$ cat config.mk
export PLATFORM = sky130hd
export DESIGN_NAME = alu_serdes_flat
export DESIGN_NICKNAME = d
export VERILOG_FILES = /design/src/rtl/alu_serdes_pkg.sv /design/src/rtl/alu_serdes_if.sv /design/src/rtl/alu_serdes_cla.sv /design/src/rtl/alu_serdes.sv /design/src/flat_wrapper.sv
export SDC_FILE = /design/constraint.sdc
export NUM_CORES = 1
export LEC_CHECK = 0
export CAP_MARGIN = 5
export CORE_UTILIZATION = 40
export CTS_CLUSTER_DIAMETER = 150
export DETAILED_ROUTE_END_ITERATION = 7
export GPL_TIMING_DRIVEN = 0
export HOLD_SLACK_MARGIN = 0.12
export PLACE_DENSITY = 0.61
export SLEW_MARGIN = 20
export SYNTH_ARGS = -nofsm -noshare
export SYNTH_HDL_FRONTEND = slang
export SYNTH_SLANG_ARGS = --single-unit
$ cat constraint.sdc
create_clock -name clk -period 7.5 [get_ports clk]
set_input_delay 1.5 -clock clk [delete_from_list [all_inputs] [get_ports clk]]
set_output_delay 1.5 -clock clk [all_outputs]
set_load 0.03 [all_outputs]
$ cat src/rtl/alu_serdes_pkg.sv
// alu_serdes_pkg
// Shared types for the byte-serial arithmetic unit.
//   state_t : controller states (LOAD_A, LOAD_B, READY, CALC, OUT)
//   op_t    : operation encoding as presented on the op pins
//   idx_bits: width of an index able to address n items (never below 1)
package alu_serdes_pkg;

  typedef enum logic [2:0] {
    LOAD_A,
    LOAD_B,
    READY,
    CALC,
    OUT
  } state_t;

  typedef enum logic [1:0] {
    OP_ADD = 2'b00,
    OP_SUB = 2'b01,
    OP_ACC = 2'b10,
    OP_MUL = 2'b11
  } op_t;

  function automatic int idx_bits(input int n);
    return (n > 1) ? $clog2(n) : 1;
  endfunction

endpackage

$ cat src/rtl/alu_serdes_if.sv
// alu_serdes_if
// Pin-level bundle between the project mux and alu_serdes.
//   in_byte/in_valid : operand byte stream, little-endian
//   op/start         : operation select and launch
//   out_byte/out_valid/out_ready : result byte stream with handshake
//   busy/ovf         : status
// master = the driver of operands and consumer of results; slave = alu_serdes.
interface alu_serdes_if;
  logic [7:0] in_byte;
  logic       in_valid;
  logic [1:0] op;
  logic       start;
  logic       out_ready;
  logic [7:0] out_byte;
  logic       out_valid;
  logic       busy;
  logic       ovf;

  modport master (
    output in_byte, in_valid, op, start, out_ready,
    input  out_byte, out_valid, busy, ovf
  );

  modport slave (
    input  in_byte, in_valid, op, start, out_ready,
    output out_byte, out_valid, busy, ovf
  );
endinterface

$ cat src/rtl/alu_serdes_cla.sv
// alu_serdes_cla
// Combinational W-bit adder in generate/propagate form.
//   x_i, y_i : addends
//   cin_i    : carry in
//   sum_o    : x_i + y_i + cin_i, truncated to W bits
// Callers widen their operands by one bit so sum_o[W-1] is the carry out.
module alu_serdes_cla #(
  parameter int W = 17
) (
  input  logic [W-1:0] x_i,
  input  logic [W-1:0] y_i,
  input  logic         cin_i,
  output logic [W-1:0] sum_o
);

  logic [W-1:0] g;
  logic [W-1:0] p;
  logic [W-1:0] c;

  assign c[0] = cin_i;

  genvar gi;
  generate
    for (gi = 0; gi < W; gi++) begin : g_bit
      assign g[gi]     = x_i[gi] & y_i[gi];
      assign p[gi]     = x_i[gi] ^ y_i[gi];
      assign sum_o[gi] = p[gi] ^ c[gi];
    end
    for (gi = 1; gi < W; gi++) begin : g_carry
      assign c[gi] = g[gi-1] | (p[gi-1] & c[gi-1]);
    end
  endgenerate

endmodule

$ cat src/rtl/alu_serdes.sv
// alu_serdes
// Byte-serial arithmetic unit: loads two WIDTH-bit operands a byte at a time,
// runs ADD / SUB / ACC / MUL and streams the WIDTH-bit result back a byte at a
// time with a valid/ready handshake.
//   clk : rising-edge clock
//   rst : synchronous active-high reset, clears all state
//   bus : alu_serdes_if.slave (operand stream, op/start, result stream, busy, ovf)
module alu_serdes
  import alu_serdes_pkg::*;
#(
  parameter int WIDTH = 16
) (
  input  logic        clk,
  input  logic        rst,
  alu_serdes_if.slave bus
);

  localparam int NBYTES = WIDTH / 8;
  localparam int BW     = idx_bits(NBYTES);
  localparam int CW     = idx_bits(WIDTH);

  state_t             state_q;
  state_t             state_d;
  op_t                op_q;
  logic [CW-1:0]      cnt_q;
  logic [WIDTH-1:0]   a_q;
  logic [WIDTH-1:0]   b_q;
  logic [WIDTH-1:0]   acc_q;
  logic [WIDTH-1:0]   res_q;
  logic [2*WIDTH-1:0] prod_q;
  logic               ovf_q;

  logic [WIDTH:0]     add_x;
  logic [WIDTH:0]     add_y;
  logic               add_cin;
  logic [WIDTH:0]     add_s;

  logic [BW-1:0]      byte_idx;
  logic               last_byte;
  logic               last_mul;
  logic [7:0]         res_bytes [NBYTES];

  // One counter serves as byte index while loading/streaming and as the
  // iteration count during MUL; it is always zero on entry to each phase.
  assign byte_idx  = cnt_q[BW-1:0];
  assign last_byte = (cnt_q == CW'(NBYTES - 1));
  assign last_mul  = (cnt_q == CW'(WIDTH - 1));

  genvar gi;
  generate
    for (gi = 0; gi < NBYTES; gi++) begin : g_res_byte
      assign res_bytes[gi] = res_q[8*gi +: 8];
    end
  endgenerate

  // Shared adder: operand selection per operation. For MUL the upper product
  // half is the running partial sum and the multiplicand is added only when
  // the current multiplier bit (product LSB) is set.
  always_comb begin
    add_x   = '0;
    add_y   = '0;
    add_cin = 1'b0;
    case (op_q)
      OP_ADD: begin
        add_x = {1'b0, a_q};
        add_y = {1'b0, b_q};
      end
      OP_SUB: begin
        add_x   = {1'b0, a_q};
        add_y   = {1'b0, ~b_q};
        add_cin = 1'b1;
      end
      OP_ACC: begin
        add_x = {1'b0, acc_q};
        add_y = {1'b0, a_q};
      end
      OP_MUL: begin
        add_x = {1'b0, prod_q[2*WIDTH-1:WIDTH]};
        add_y = prod_q[0] ? {1'b0, a_q} : '0;
      end
      default: ;
    endcase
  end

  alu_serdes_cla #(
    .W(WIDTH + 1)
  ) u_cla (
    .x_i  (add_x),
    .y_i  (add_y),
    .cin_i(add_cin),
    .sum_o(add_s)
  );

  // State register
  always_ff @(posedge clk) begin
    if (rst) begin
      state_q <= LOAD_A;
    end else begin
      state_q <= state_d;
    end
  end

  // Next-state logic
  always_comb begin
    state_d = state_q;
    case (state_q)
      LOAD_A: if (bus.in_valid && last_byte) state_d = LOAD_B;
      LOAD_B: if (bus.in_valid && last_byte) state_d = READY;
      READY:  if (bus.start) state_d = CALC;
      CALC:   if (op_q != OP_MUL || last_mul) state_d = OUT;
      OUT:    if (bus.out_ready && last_byte) state_d = LOAD_A;
      default: state_d = LOAD_A;
    endcase
  end

  // Outputs
  always_comb begin
    bus.out_valid = 1'b0;
    bus.out_byte  = 8'h00;
    bus.busy      = 1'b0;
    bus.ovf       = ovf_q;
    case (state_q)
      CALC: bus.busy = 1'b1;
      OUT: begin
        bus.busy      = 1'b1;
        bus.out_valid = 1'b1;
        bus.out_byte  = res_bytes[byte_idx];
      end
      default: ;
    endcase
  end

  // Datapath
  always_ff @(posedge clk) begin
    if (rst) begin
      op_q   <= OP_ADD;
      cnt_q  <= '0;
      a_q    <= '0;
      b_q    <= '0;
      acc_q  <= '0;
      res_q  <= '0;
      prod_q <= '0;
      ovf_q  <= 1'b0;
    end else begin
      case (state_q)
        LOAD_A: begin
          if (bus.in_valid) begin
            for (int i = 0; i < NBYTES; i++) begin
              if (byte_idx == BW'(i)) a_q[8*i +: 8] <= bus.in_byte;
            end
            cnt_q <= last_byte ? '0 : cnt_q + 1'b1;
          end
        end
        LOAD_B: begin
          if (bus.in_valid) begin
            for (int i = 0; i < NBYTES; i++) begin
              if (byte_idx == BW'(i)) b_q[8*i +: 8] <= bus.in_byte;
            end
            cnt_q <= last_byte ? '0 : cnt_q + 1'b1;
          end
        end
        READY: begin
          if (bus.start) begin
            op_q   <= op_t'(bus.op);
            // Multiplier sits in the low half and is shifted out LSB first.
            prod_q <= {{WIDTH{1'b0}}, b_q};
          end
        end
        CALC: begin
          if (op_q == OP_MUL) begin
            prod_q <= {add_s, prod_q[WIDTH-1:1]};
            if (last_mul) begin
              cnt_q <= '0;
              res_q <= {add_s[0], prod_q[WIDTH-1:1]};
              ovf_q <= |add_s[WIDTH:1];
            end else begin
              cnt_q <= cnt_q + 1'b1;
            end
          end else begin
            res_q <= add_s[WIDTH-1:0];
            // For SUB the carry out is the inverted borrow.
            ovf_q <= (op_q == OP_SUB) ? ~add_s[WIDTH] : add_s[WIDTH];
            if (op_q == OP_ACC) acc_q <= add_s[WIDTH-1:0];
          end
        end
        OUT: begin
          if (bus.out_ready) begin
            if (last_byte) begin
              cnt_q <= '0;
              a_q   <= '0;
              b_q   <= '0;
            end else begin
              cnt_q <= cnt_q + 1'b1;
            end
          end
        end
        default: ;
      endcase
    end
  end

endmodule

$ cat src/flat_wrapper.sv
// flat-port wrapper written by rule: the top's interface ports become plain ports
module alu_serdes_flat import alu_serdes_pkg::*;
#(
  parameter int WIDTH = 16
)
  (clk, rst, bus_in_byte, bus_in_valid, bus_op, bus_start, bus_out_ready, bus_out_byte, bus_out_valid, bus_busy, bus_ovf);
  alu_serdes_if bus_i ();
  input  logic clk;
  input  logic rst;
  input wire logic [$bits(bus_i.in_byte)-1:0] bus_in_byte;
  input wire logic [$bits(bus_i.in_valid)-1:0] bus_in_valid;
  input wire logic [$bits(bus_i.op)-1:0] bus_op;
  input wire logic [$bits(bus_i.start)-1:0] bus_start;
  input wire logic [$bits(bus_i.out_ready)-1:0] bus_out_ready;
  output wire logic [$bits(bus_i.out_byte)-1:0] bus_out_byte;
  output wire logic [$bits(bus_i.out_valid)-1:0] bus_out_valid;
  output wire logic [$bits(bus_i.busy)-1:0] bus_busy;
  output wire logic [$bits(bus_i.ovf)-1:0] bus_ovf;
  assign bus_i.in_byte = bus_in_byte;
  assign bus_i.in_valid = bus_in_valid;
  assign bus_i.op = bus_op;
  assign bus_i.start = bus_start;
  assign bus_i.out_ready = bus_out_ready;
  assign bus_out_byte = bus_i.out_byte;
  assign bus_out_valid = bus_i.out_valid;
  assign bus_busy = bus_i.busy;
  assign bus_ovf = bus_i.ovf;
  alu_serdes #(.WIDTH(WIDTH)) u_core (.clk(clk), .rst(rst), .bus(bus_i));
endmodule
## Word level (Yosys, flattened, before mapping)

Cells that the tools add are included.
Widths: inputs -> output; s select.

- Output and inout bits: 11
- Register bits after elaboration: 106

- Equality and inequality tests: 26
- Reduce and logical (&&, ||, !) cells: 23
- Order comparisons: 1
- Multiplexer cells: 37
- Add/sub/neg operators: 1
- Bitwise logic cells: 86

Operators by type and width:

| operator | count |
|---|---|
| $mux 16 | 6 |
| $pmux 17 s4 | 1 |
| $mux 32 | 2 |
| $pmux 16 s2 | 2 |
| $pmux 32 s2 | 1 |
| $pmux 17 s3 | 1 |
| $mux 8 | 6 |
| $xor 1x1->1 | 34 |
| $and 1x1->1 | 32 |
| $reduce_and 5->1 | 5 |
| $mux 4 | 5 |
| $ne 2x1->1 const B | 10 |
| $not 16->16 | 1 |
| $or 1x1->1 | 16 |
| $reduce_or 16->1 | 1 |
| $mux 3 | 5 |
| $pmux 3 s5 | 1 |
| $ne 2x2->1 const B | 7 |
| $pmux 4 s3 | 1 |
| $eq 3x2->1 const B | 2 |
| $mux 1 | 6 |
| $reduce_and 3->1 | 2 |
| $reduce_bool 2->1 | 3 |
| $reduce_or 2->1 | 3 |
| 17 further kinds | 21 |

## Longest topological paths before layout

Gate-level depths: netlist of the first run.

- Word-level depth: 40
- Depth in mapped cells: 26

## By module

From an unflattened synthesis of the first run, not the netlist that was laid out.

- Cells, all modules: 681
- Area total of the unflattened synthesis: 5706.7 um2

Modules (own cells, without submodules):

| module | area an instance (um2) | sequential area each (um2) | instances | cells each |
|---|---|---|---|---|
| alu_serdes | 5343.9 | 2122.0 | 1 | 659 |
| alu_serdes_cla | 362.8 | 0.0 | 1 | 22 |

## Least setup slack after synthesis of the first run

OpenSTA, ideal clock, no wires.

- Kind: reg-to-reg
- Start point: register u_core.op_q[0]
- End point: register u_core.ovf_q, in the netlist u_core.bus.ovf
- Buffers on the path: 2
- Stages on the path, launching flop included: 27
- Setup time: 147 ps
- Path slack: -314 ps
- Arrival: 7667 ps
- Data required time: 7353 ps
- Cells stage by stage: dfxtp_1 buf_2 buf_2 mux2i_1 nand2_1 o21ai_0 fa_1 fa_1 fa_1 fa_1 fa_1 fa_1 fa_1 fa_1 fa_1 fa_1 fa_1 fa_1 fa_1 fa_1 inv_1 fa_1 fa_1 nor2_1 nand3_1 o41ai_1 a311oi_1

- Elaborated cells on any way between the ends: 95

RTL lines:

| item | RTL line | RTL |
|---|---|---|
| from (decl) | alu_serdes.sv:24 | `op_t op_q;` |
| from (signal assigned) | alu_serdes.sv:164 | `op_q <= op_t'(bus.op);` |
| $eq 2x1->1 or $logic_not 2->1 (tied branches) | alu_serdes.sv:63 | `case (op_q)` |
| $reduce_or 2->1 (no source line) | - |  |
| $pmux 17 s3 | alu_serdes.sv:63 |  |
| $xor 1x1->1 | alu_serdes_cla.sv:26 | `assign p[gi] = x_i[gi] ^ y_i[gi];` |
| $and 1x1->1 | alu_serdes_cla.sv:30 | `assign c[gi] = g[gi-1] \| (p[gi-1] & c[gi-1]);` |
| $or 1x1->1 | alu_serdes_cla.sv:30 |  |
| $and 1x1->1 | alu_serdes_cla.sv:30 |  |
| $or 1x1->1 | alu_serdes_cla.sv:30 |  |
| [23 not listed] | - |  |
| $or 1x1->1 | alu_serdes_cla.sv:30 |  |
| $and 1x1->1 | alu_serdes_cla.sv:30 |  |
| $or 1x1->1 | alu_serdes_cla.sv:30 |  |
| $xor 1x1->1 * | alu_serdes_cla.sv:27 | `assign sum_o[gi] = p[gi] ^ c[gi];` |
| named net u_core.add_s[15] | alu_serdes.sv:36 | `logic [WIDTH:0] add_s;` |
| $reduce_or 16->1 * | alu_serdes.sv:175 | `ovf_q <= \|add_s[WIDTH:1];` |
| $mux 1 * | alu_serdes.sv:172 | `if (last_mul) begin` |
| $mux 1 * | alu_serdes.sv:170 | `if (op_q == OP_MUL) begin` |
| to (signal assigned) | alu_serdes.sv:175 |  |
| to (signal assigned) | alu_serdes.sv:182 | `ovf_q <= (op_q == OP_SUB) ? ~add_s[WIDTH] : add_s[WIDTH];` |
| to (decl) | alu_serdes.sv:31 | `logic ovf_q;` |

The timed path passes the listed nets; every way through them passes the cells marked *. The select of a mux whose other input is x is not followed.
A chain may end at the register's enable or synchronous reset.

## Final worst setup path of the first run

Ends and elaborated chain as after synthesis.

==> summary.md, run 1 <==
| Metric | Value |
|---|---|
| DRT antenna net count | 0 |
| Vias per cell | 5.67 |
| Kind of end point of the critical path | register |
| Initial DRC Count | 421 |
| Ranking of synthesized cells by area | dfxtp_1 (37%), mux2i_1 (7.9%), nand2_1 (6.3%) |
| Count of final setup violators | 0 |
| Clock power frac | 0.421 |
| P_sw | 307 µW |
| Synth Flop Type | dfxtp_1 |
| Data required time at the worst endpoint | 7.72 ns |
| Via count | 5090 |
| Final period util | 0.977 |
| Setup TNS | 0 ns |
| CP Launch Type | register |
| Worst-Margin Slew | 0.782 ns |
| Final Skew | 0.00970 ns |
| Post-Synth Adder-Cell Area | 0.0596 |
| Worst rel slew slack | 0.479 |
| Post-synthesis compound-gate area fraction | 0.190 |
| Io pins | 26 |
| Pin count of the biggest net entering global routing | 17 |
| Yosys warning count | 0 |
| Hold_buf cts | 0 |
| Clk Latency, worst-skew pair | 0.36 ns |
| Post-DP HPWL | 13.4 mm |
| Post-Place Setup Slack | -0.535 ns |
| Yosys top cell area share | 0.366 |
| Synthesized area | 5790 µm² |
| Die area | 15000 µm² |
| Minimum clock period | 7.33 ns |
| Leakage | 0.00218 µW |
| Setup ws final | 0.172 ns |
| #FFs+latches synth | 106 |
| CP most frequent cell | fa_2 |
| Simple logic cell fraction of the synthesized area | 0.220 |
| DRC violations left | 0 |
| Avg WL per Cell | 19.4 µm |
| Post-synthesis xor/xnor area fraction | 0.0242 |
| Status | complete, no violations |
| Sequential element share of the synthesized area | 0.366 |
| ANT cells | 0 |
| WL final | 17.4 mm |
| Tot Pwr | 1220 µW |
| RD Place Congestion | 0.931 |
| Largest family of logic cells by synthesized area | simple AND/OR/NAND/NOR gates |
| Int Pwr | 910 µW |
| Worst min path class | reg2reg |
| Die width | 122 µm |
| Final Hold Viols | 0 |
| Max Root-Sink Buffers | 2 |
| Sw Ratio | 0.252 |
| Max Cap Viol | 0 |
| Rows | 43 |
| Finished Cell Area | 6680 µm² |
| Die height | 122 µm |
| CTS tree | yes |
| Sequential cell fraction of total power | 0.478 |
| # clock sinks | 106 |
| Peak VDD IR | 0.0932 mV |
| Crit Path Class | reg2reg |
| Layout Nets | 747 |
| Achievable Freq | 136 MHz |
| Mapped Cells | 677 |
| First-pass GRT wire length | 27.2 mm |
| Worst EP arrival | 7.54 ns |
| Most common cell in the synthesized netlist | dfxtp_1 |
| Crit Path Max Fanout | 5 |
| Layout cells sized above 1 | 0.121 |
| Initial antenna violation count | 0 |
| Syn_nets | 710 |
| Max stage delay on crit path | 0.46 ns |
| Crit path buffers/inverters | 3 |
| Count of cell types in the netlist | 50 |
| Number of global-route vias before repair | 4878 |
| Root Driver | clkbuf_16 |
| Tot GR Track Use | 0.245 |
| CP delay by family, top | adder cells |
| Post-synthesis mux area share | 0.0834 |
| Ys async rst share | 0 |
| Avg Synthesized Cell Area | 8.56 µm² |
| P per Cell Area | 182 nW/µm² |
| CORE AREA | 14000 µm² |
| Drt first pass iters | 5 |
| Fin util | 0.477 |
| Number of synthesized flops with an enable pin | 0 |
| Combinational share of power | 0.101 |
| Slowest CP cell | fa_2 |
| Area leader, netlist | dfxtp_1 |
| Initial Util | 0.414 |
| Top cells by count, synth | dfxtp_1 (106), nand2_1 (98), nor2_1 (62) |
| CTS clk-pin slew, worst paths | 0.07 ns |
| Area Growth Syn to Fin | 15.2% |
| Port bufs | 24 |
| H-tree Lvls | 3 |
| CTS buffer count | 9 |
| Final Max Tran Viols | 0 |
| DP Area | 6280 µm² |
| Grt ovf | 0 |
## cells in the final DEF, fill, tap and decap left out, drive strengths merged, types with 17 or more instances in the layout
master	count
dfxtp	106
nand2	98
nor2	63
a21oi	55
mux2i	46
clkbuf	42
o21ai	36
buf	33
clkdlybuf4s50	24
nand2b	21
nand4b	18
o211ai	18
a311oi	17
## tightest hold or removal path, delay by kind of cell (launching register included)
family	cells	cell delay, ns
flip-flops	1	0.31
AND/OR/NAND/NOR	1	0.05
AO/OA/AOI/OAI	1	0.05
## worst paths after layout
kind                            slack (ns)              end  cells past startpoint            start
worst max-delay path                  0.17   u_core.bus.ovf                     26   u_core.op_q[0]
worst min-delay path                  0.46  u_core.res_q[6]                      2  u_core.res_q[6]
worst max register to register        0.17   u_core.bus.ovf                     26   u_core.op_q[0]
worst min register to register        0.46  u_core.res_q[6]                      2  u_core.res_q[6]
## registers in the layout (all words and copies together) (netlist names)
register and count:
u_core.res_q 16, u_core.acc_q 16, u_core.a_q 16, u_core.b_q 16, u_core.bus.ovf 1, u_core.prod_q 32
u_core.cnt_q 4, u_core.op_q 2, u_core.state_q 3
## per-stage QoR
step           hold slack (ns)  std cells
3_3_place_gp             0.440        881
6_report                 0.456        897
2_1_floorplan            0.431        677
4_1_cts                  0.456        897
3_5_place_dp             0.447        881
5_1_grt                  0.464        897
## power by group through the flow
| stage | Combinational, µW | Clock, µW | Sequential [µW] |
|---|---|---|---|
| final | 123 | 512 | 582 |
| after global routing | 133 | 537 | 583 |
| after CTS | 121 | 516 | 581 |
| after detailed placement | 119 | 0 | 595 |
| after global placement | 117 | 0 | 594 |
| after floorplan | 77.0 | 0 | 591 |
## what timing repair did
item | in CTS | in global routing
setup buffers | 2 | 0
pin swaps | 1 | 5
gates cloned | 0 | 0
gates resized for setup | 16 | 13
setup endpoints to repair | 4 | 2
## metal layers
layer	up-vias	global-route usage	wire (µm)	part of all wire
li1	2467	-	-	-
met1	2425	0.336	8010	0.46
met2	172	0.387	8100	0.46
met3	26	0.0288	848	0.049
met4	0	0.104	473	0.027
met5	-	0	0	0
## logic make-up (layout without fill, tap and decap cells)
family | count (synthesis) | in the layout
and+or+nand+nor | 253 | 253
AOI/OAI and AO/OA | 167 | 167
DFF | 106 | 106
buffers and inverters | 69 | 109
muxes | 48 | 48
adders and majority gates | 18 | 18
xor gates and xnor gates | 16 | 16
## cell type report
type	count	area, µm²
clock inverter	4	77.6
clock buffer	10	229
buffer	63	338
timing repair buffer	26	255
fill	1383	7310
multi-input combinational	502	3400
tap	180	225
sequential	106	2130
inverter	6	22.5
Power figures use the tool's default switching activity.
==> inputs of run 2 (changes only) <==
--- a/config.mk
+++ b/config.mk
@@ -8,3 +8,4 @@
 export CAP_MARGIN = 5
-export CORE_UTILIZATION = 40
+export CORE_ASPECT_RATIO = 0.8
+export CORE_UTILIZATION = 55
 export CTS_CLUSTER_DIAMETER = 150
@@ -13,3 +14,3 @@
 export HOLD_SLACK_MARGIN = 0.12
-export PLACE_DENSITY = 0.61
+export PLACE_DENSITY = 0.78
 export SLEW_MARGIN = 20
==> constraint.sdc (replaced) <==
create_clock -name clk -period 7.5 [get_ports clk]
set_input_delay 1.125 -clock clk [delete_from_list [all_inputs] [get_ports clk]]
set_output_delay 1.125 -clock clk [all_outputs]
set_load 0.03 [all_outputs]
==> run 2 against run 1 <==
- worst setup slack got worse by 0.062 ns
- largest power group unchanged
- sequential cell count unchanged
- critical path depth unchanged
- highest routed layer unchanged
- combinational power is essentially flat
- count of clock-buffer cells in the layout is 1 higher
- routed wire length is 0.74% lower
- register-to-register slack worse by 0.06 ns
- via count rose by 5.3%
==> summary.md, run 2 (synthesis gave the netlist of run 1 again) <==
| Metric | Value |
|---|---|
| Die width | 117 µm |
| Setup TNS | 0 ns |
| Hold path depth | 2 |
| Non-Filler Instances | 860 |
| Crit Path Class | reg2reg |
| Peak VDD IR | 0.123 mV |
| Worst EP arrival | 7.60 ns |
| Avg WL per Cell | 20.1 µm |
| Final period util | 0.985 |
| Crit Reg-Reg Endpoint | u_core.bus.ovf |
| # clock sinks | 106 |
| Leakage | 0.00216 µW |
| ANT cells | 0 |
| WL final | 17.3 mm |
| Number of global-route vias before repair | 5050 |
| Post-Place Setup Slack | -0.638 ns |
| Crit Path Max Fanout | 10 |
| Die area | 11000 µm² |
| R2R Setup Slk | 0.11 ns |
| RSZ-0062 raised after global routing | true |
| Final Hold Viols | 0 |
| Max reg flops | 32 |
| DP Area | 6230 µm² |
| Io pins | 26 |
| DRC violations left | 0 |
| Worst-Margin Slew | 0.841 ns |
| RR Startpoint | u_core.op_q[0] |
| Worst rel slew slack | 0.440 |
| Rows | 33 |
| CP Launch Type | register |
| DRT antenna net count | 0 |
| Achievable Freq | 135 MHz |
| CORE AREA | 10200 µm² |
| Commonest non-fill, non-tap cell in the layout | dfxtp_1 |
| First-pass GRT wire length | 27.1 mm |
| Initial antenna violation count | 0 |
| Endpoint, Worst Hold | u_core.prod_q[27] |
| Max Root-Sink Buffers | 2 |
| Drt first pass iters | 5 |
| Most frequent cells in the layout | dfxtp_1 (104), nand2_1 (98), nor2_1 (62) |
| Data required time at the worst endpoint | 7.71 ns |
| Vias per cell | 6.23 |
| Grt ovf | 0 |
| Clk Latency, worst-skew pair | 0.36 ns |
| Worst min path class | reg2reg |
| Die height | 93.8 µm |
| Port bufs | 24 |
| R2R depth | 26 |
| H-tree Lvls | 3 |
| Placed cells | 841 |
| Hold Startpoint | u_core.prod_q[27] |
| Minimum clock period | 7.39 ns |
| Layout Nets | 749 |
| Finished Cell Area | 6600 µm² |
| Via count | 5358 |
| Final Skew | 0.00738 ns |
| Initial Util | 0.566 |
| Setup ws final | 0.110 ns |
| Root Driver | clkbuf_16 |
| Initial DRC Count | 562 |
| Biggest register | u_core.prod_q |
| Tot GR Track Use | 0.336 |
| CTS buffer count | 9 |
| Pin count of the biggest net entering global routing | 17 |
| Count of final setup violators | 0 |
| Kind of end point of the critical path | register |
| Layout cells sized above 1 | 0.121 |
| Max Cap Viol | 0 |
| Area Growth Syn to Fin | 13.8% |
| CTS clk-pin slew, worst paths | 0.07 ns |
| RD Place Congestion | 0.982 |
| Tot Pwr | 1140 µW |
| P per Cell Area | 173 nW/µm² |
| Post-DP HPWL | 12.9 mm |
| CTS tree | yes |
| Final Max Tran Viols | 0 |
| Status | complete, no violations |
run 2: changes by cell type in the layout (fill, tap and decap cells not counted), moves of 2 or more:
| cell | previous run | this run |
|---|---|---|
| clkinvlp_4 | 0 | 4 |
| buf_6 | 6 | 4 |
| bufinv_16 | 2 | 0 |
| buf_4 | 8 | 12 |
run 2: worst max-delay path by stage:
stage | from | endpoint | slack, ns | depth (start not counted)
global placement | u_core.op_q[1] | u_core.bus.ovf | -0.53 | 24
floorplan | u_core.op_q[0] | u_core.bus.ovf | 0.02 | 26
global route | u_core.op_q[0] | u_core.bus.ovf | -0.07 | 26
detailed placement | u_core.op_q[1] | u_core.bus.ovf | -0.64 | 24
finish | u_core.op_q[0] | u_core.bus.ovf | 0.11 | 26
CTS | u_core.op_q[0] | u_core.bus.ovf | 0.02 | 26
run 2: where the power goes:
group / switching, µW / total, µW / leakage (µW) / internal, µW
Clock: 212 / 436 / 0.000114 / 224
Combinational: 73.9 / 121 / 0.00119 / 47.3
Sequential: 12.5 / 584 / 0.000857 / 572
Total: 298 / 1140 / 0.00216 / 842
run 2: timing repair:
action | in CTS | in global routing
endpoints found under the setup margin | 8 | 2
resized for setup | 19 | 8
pin swaps | 1 | 3
hold buffers | 0 | 0
hold endpoints to repair | 0 | 0
buffers inserted | 1 | 4
run 2: stage by stage:
step	util	hold WS [ns]
4_1_cts	0.640	0.452
2_1_floorplan	-	0.431
5_1_grt	0.644	0.469
6_report	0.644	0.451
3_5_place_dp	0.609	0.444
3_3_place_gp	0.609	0.439
run 2: cell type report:
cell class | count | area [µm²]
Clock buffer | 11 | 233
Timing Repair Buffer | 29 | 278
Inverter | 6 | 22.5
Buffer | 62 | 339
Sequential cell | 106 | 2130
Tap cell | 140 | 175
Fill cell | 914 | 3640
Clock inverter | 4 | 30.0
Multi-Input combinational cell | 502 | 3390
run 2: layer usage:
layer  vias up  wire length, µm  track usage
li1       2462                -            -
met1      2600             7470        0.451
met2       253             7840        0.526
met3        43             1450       0.0684
met4         0              534        0.136
met5         -                0            0
run 2: worst max-delay path, stage by stage (launching register included):
cell      delay, ns
dfxtp_2        0.34
buf_8          0.14
buf_12         0.15
mux2i_1        0.12
nand2_1        0.06
o21ai_1        0.08
fa_2           0.38
fa_2           0.35
fa_2           0.36
fa_2           0.36
fa_2           0.35
fa_2           0.35
fa_2           0.34
fa_2           0.35
fa_2           0.34
fa_2           0.36
fa_2           0.35
fa_2           0.36
fa_2           0.35
fa_2           0.34
inv_1          0.08
fa_2           0.21
fa_2           0.47
nor2_1         0.11
nand3_1        0.10
o41ai_2        0.30
a311oi_1       0.13
==> inputs of run 3 (changes only) <==
CORE_MARGIN = 2   (was default)
SKIP_LAST_GASP = 1   (was default)
==> run 3 against run 2 <==
- the run now ends with setup timing left
- first-iteration DRC count down 7.8%
- combinational power about the same
- clock power up 17%
- final area up 0.46%
- routed wire length up 0.98%
- sequential power about the same
- global-route usage down 2.1 points
- clock skew about the same
==> summary.md, run 3 (synthesis gave the netlist of run 1 again) <==
| Metric | Value |
|---|---|
| P per Cell Area | 184 nW/µm² |
| Minimum clock period | 7.57 ns |
| Fillers | 941 |
| Worst rel slew slack | 0.447 |
| Finished Cell Area | 6630 µm² |
| Top Metal Used | met4 |
| Die height | 95.8 µm |
| RSZ-0062 raised after global routing | true |
| CORE AREA | 10200 µm² |
| Avg WL per Cell | 20.4 µm |
| H-tree Lvls | 3 |
| Final period util | 1.01 |
| Clk Latency, worst-skew pair | 0.36 ns |
| Crit Path Max Fanout | 10 |
| Vias per cell | 6.17 |
| Via count | 5290 |
| Metal3 WL | 1.52 mm |
| Drt first pass iters | 5 |
| DRC violations left | 0 |
| Max Cap Viol | 0 |
| P_sw | 296 µW |
| Met1 wire length | 7.55 mm |
| Most frequent cells in the layout | dfxtp_1 (104), nand2_1 (98), nor2_1 (62) |
| Failing checks | setup timing |
| Worst-Margin Slew | 0.829 ns |
| Worst EP arrival | 7.78 ns |
| Post-Place Setup Slack | -0.651 ns |
| Root Driver | clkbuf_16 |
| Number of global-route vias before repair | 4963 |
| Achievable Freq | 132 MHz |
| Pin count of the biggest net entering global routing | 17 |
| # clock sinks | 106 |
| Max Root-Sink Buffers | 2 |
| Io pins | 26 |
| Max reg flops | 32 |
| Final Max Tran Viols | 0 |
| First-pass GRT wire length | 27.1 mm |
| Commonest non-fill, non-tap cell in the layout | dfxtp_1 |
| Grt ovf | 0 |
| Count of final setup violators | 1 |
| Int Pwr | 921 µW |
| Data required time at the worst endpoint | 7.71 ns |
| Layout cells sized above 1 | 0.116 |
| ANT cells | 0 |
| Initial antenna violation count | 0 |
| DP Area | 6230 µm² |
| Leakage | 0.00217 µW |
| CTS tree | yes |
| Die area | 11400 µm² |
| Sw Ratio | 0.243 |
| Clock power frac | 0.420 |
| Combinational share of power | 0.100 |
| Worst min path class | reg2reg |
| Layout Nets | 746 |
| Tot GR Track Use | 0.314 |
| Die width | 119 µm |
| Rows | 33 |
| Setup ws final | -0.0676 ns |
| Status | finished, violations left |
| CP Launch Type | register |
| Crit Path Class | reg2reg |
| Tot Pwr | 1220 µW |
| Initial DRC Count | 518 |
| Post-DP HPWL | 13.0 mm |
| Kind of end point of the critical path | register |
| CTS buffer count | 9 |
| Final Skew | 0.00770 ns |
| RD Place Congestion | 1.01 |
| WL final | 17.5 mm |
| Port bufs | 24 |
| Sequential cell fraction of total power | 0.480 |
| Area Growth Syn to Fin | 14.4% |
| DRT antenna net count | 0 |
| CTS clk-pin slew, worst paths | 0.07 ns |
| Setup TNS | -0.0676 ns |
| Peak VDD IR | 0.128 mV |
| Initial Util | 0.566 |
| Final Hold Viols | 0 |
| Met2 WL | 8.02 mm |
| Biggest register | u_core.prod_q |
-- run 3: cell types whose count changed in the layout (fill, tap and decap cells not counted), sizes merged --
cell	change
clkbuf	+3
clkinvlp	-2
buf	-5
bufinv	+2
-- run 3: power by group through the flow --
stage	logic [µW]	registers, µW	clock network, µW
floorplan	77.0	591	0
global placement	111	596	0
detailed placement	114	597	0
CTS	118	583	516
global route	130	584	539
finish	121	585	511
-- run 3: area by class of cell --
type	instances	area, µm²	area share
multi-input combinational	502	3390	0.512
sequential	106	2130	0.321
buffer	63	339	0.0512
timing repair buffer	25	248	0.0374
clock buffer	12	246	0.0372
tap	140	175	0.0264
clock inverter	4	75.1	0.0113
inverter	6	22.5	0.00340
-- run 3: worst max-delay path, stage by stage, from the launching register on --
cell and delay [ns]:
dfxtp_4 0.37, buf_8 0.15, buf_12 0.15, mux2i_1 0.14, nand2_1 0.11, o21ai_2 0.08
fa_2 0.40, fa_2 0.35, fa_2 0.35, fa_2 0.35, fa_2 0.38, fa_2 0.35
fa_2 0.36, fa_2 0.35, fa_2 0.35, fa_2 0.36, fa_2 0.36, fa_2 0.35
fa_2 0.35, fa_1 0.36, inv_1 0.08, fa_2 0.20, fa_2 0.47, nor2_1 0.11
nand3_1 0.09, o41ai_2 0.30, a311oi_1 0.13
-- run 3: through the flow --
stage	utilization	hold slack, ns	cells
final	0.647	0.453	858
after global routing	0.647	0.471	858
after CTS	0.646	0.452	858
after detailed placement	0.609	0.446	841
after global placement	0.609	0.438	841
after floorplan	-	0.431	677
-- run 3: final timing paths --
check / start / endpoint / slack, ns / cells past startpoint
max: u_core.op_q[0] / u_core.bus.ovf / -0.07 / 26
min reg2reg: u_core.prod_q[27] / u_core.prod_q[27] / 0.45 / 2
min: u_core.prod_q[27] / u_core.prod_q[27] / 0.45 / 2
max reg2reg: u_core.op_q[0] / u_core.bus.ovf / -0.07 / 26
-- run 3: per-layer routing --
layer,GRT usage,vias up
met2,0.517,253
met5,0,-
met1,0.421,2537
met3,0.0616,42
li1,-,2458
met4,0.0992,0
-- run 3: what timing repair did --
item / CTS / global route
hold buffers: 0 / 0
endpoints found under the setup margin: 8 / 4
pin swaps: 2 / 7
hold endpoints to repair: 0 / 0
gates resized for setup: 18 / 7
setup buffers: 1 / 0
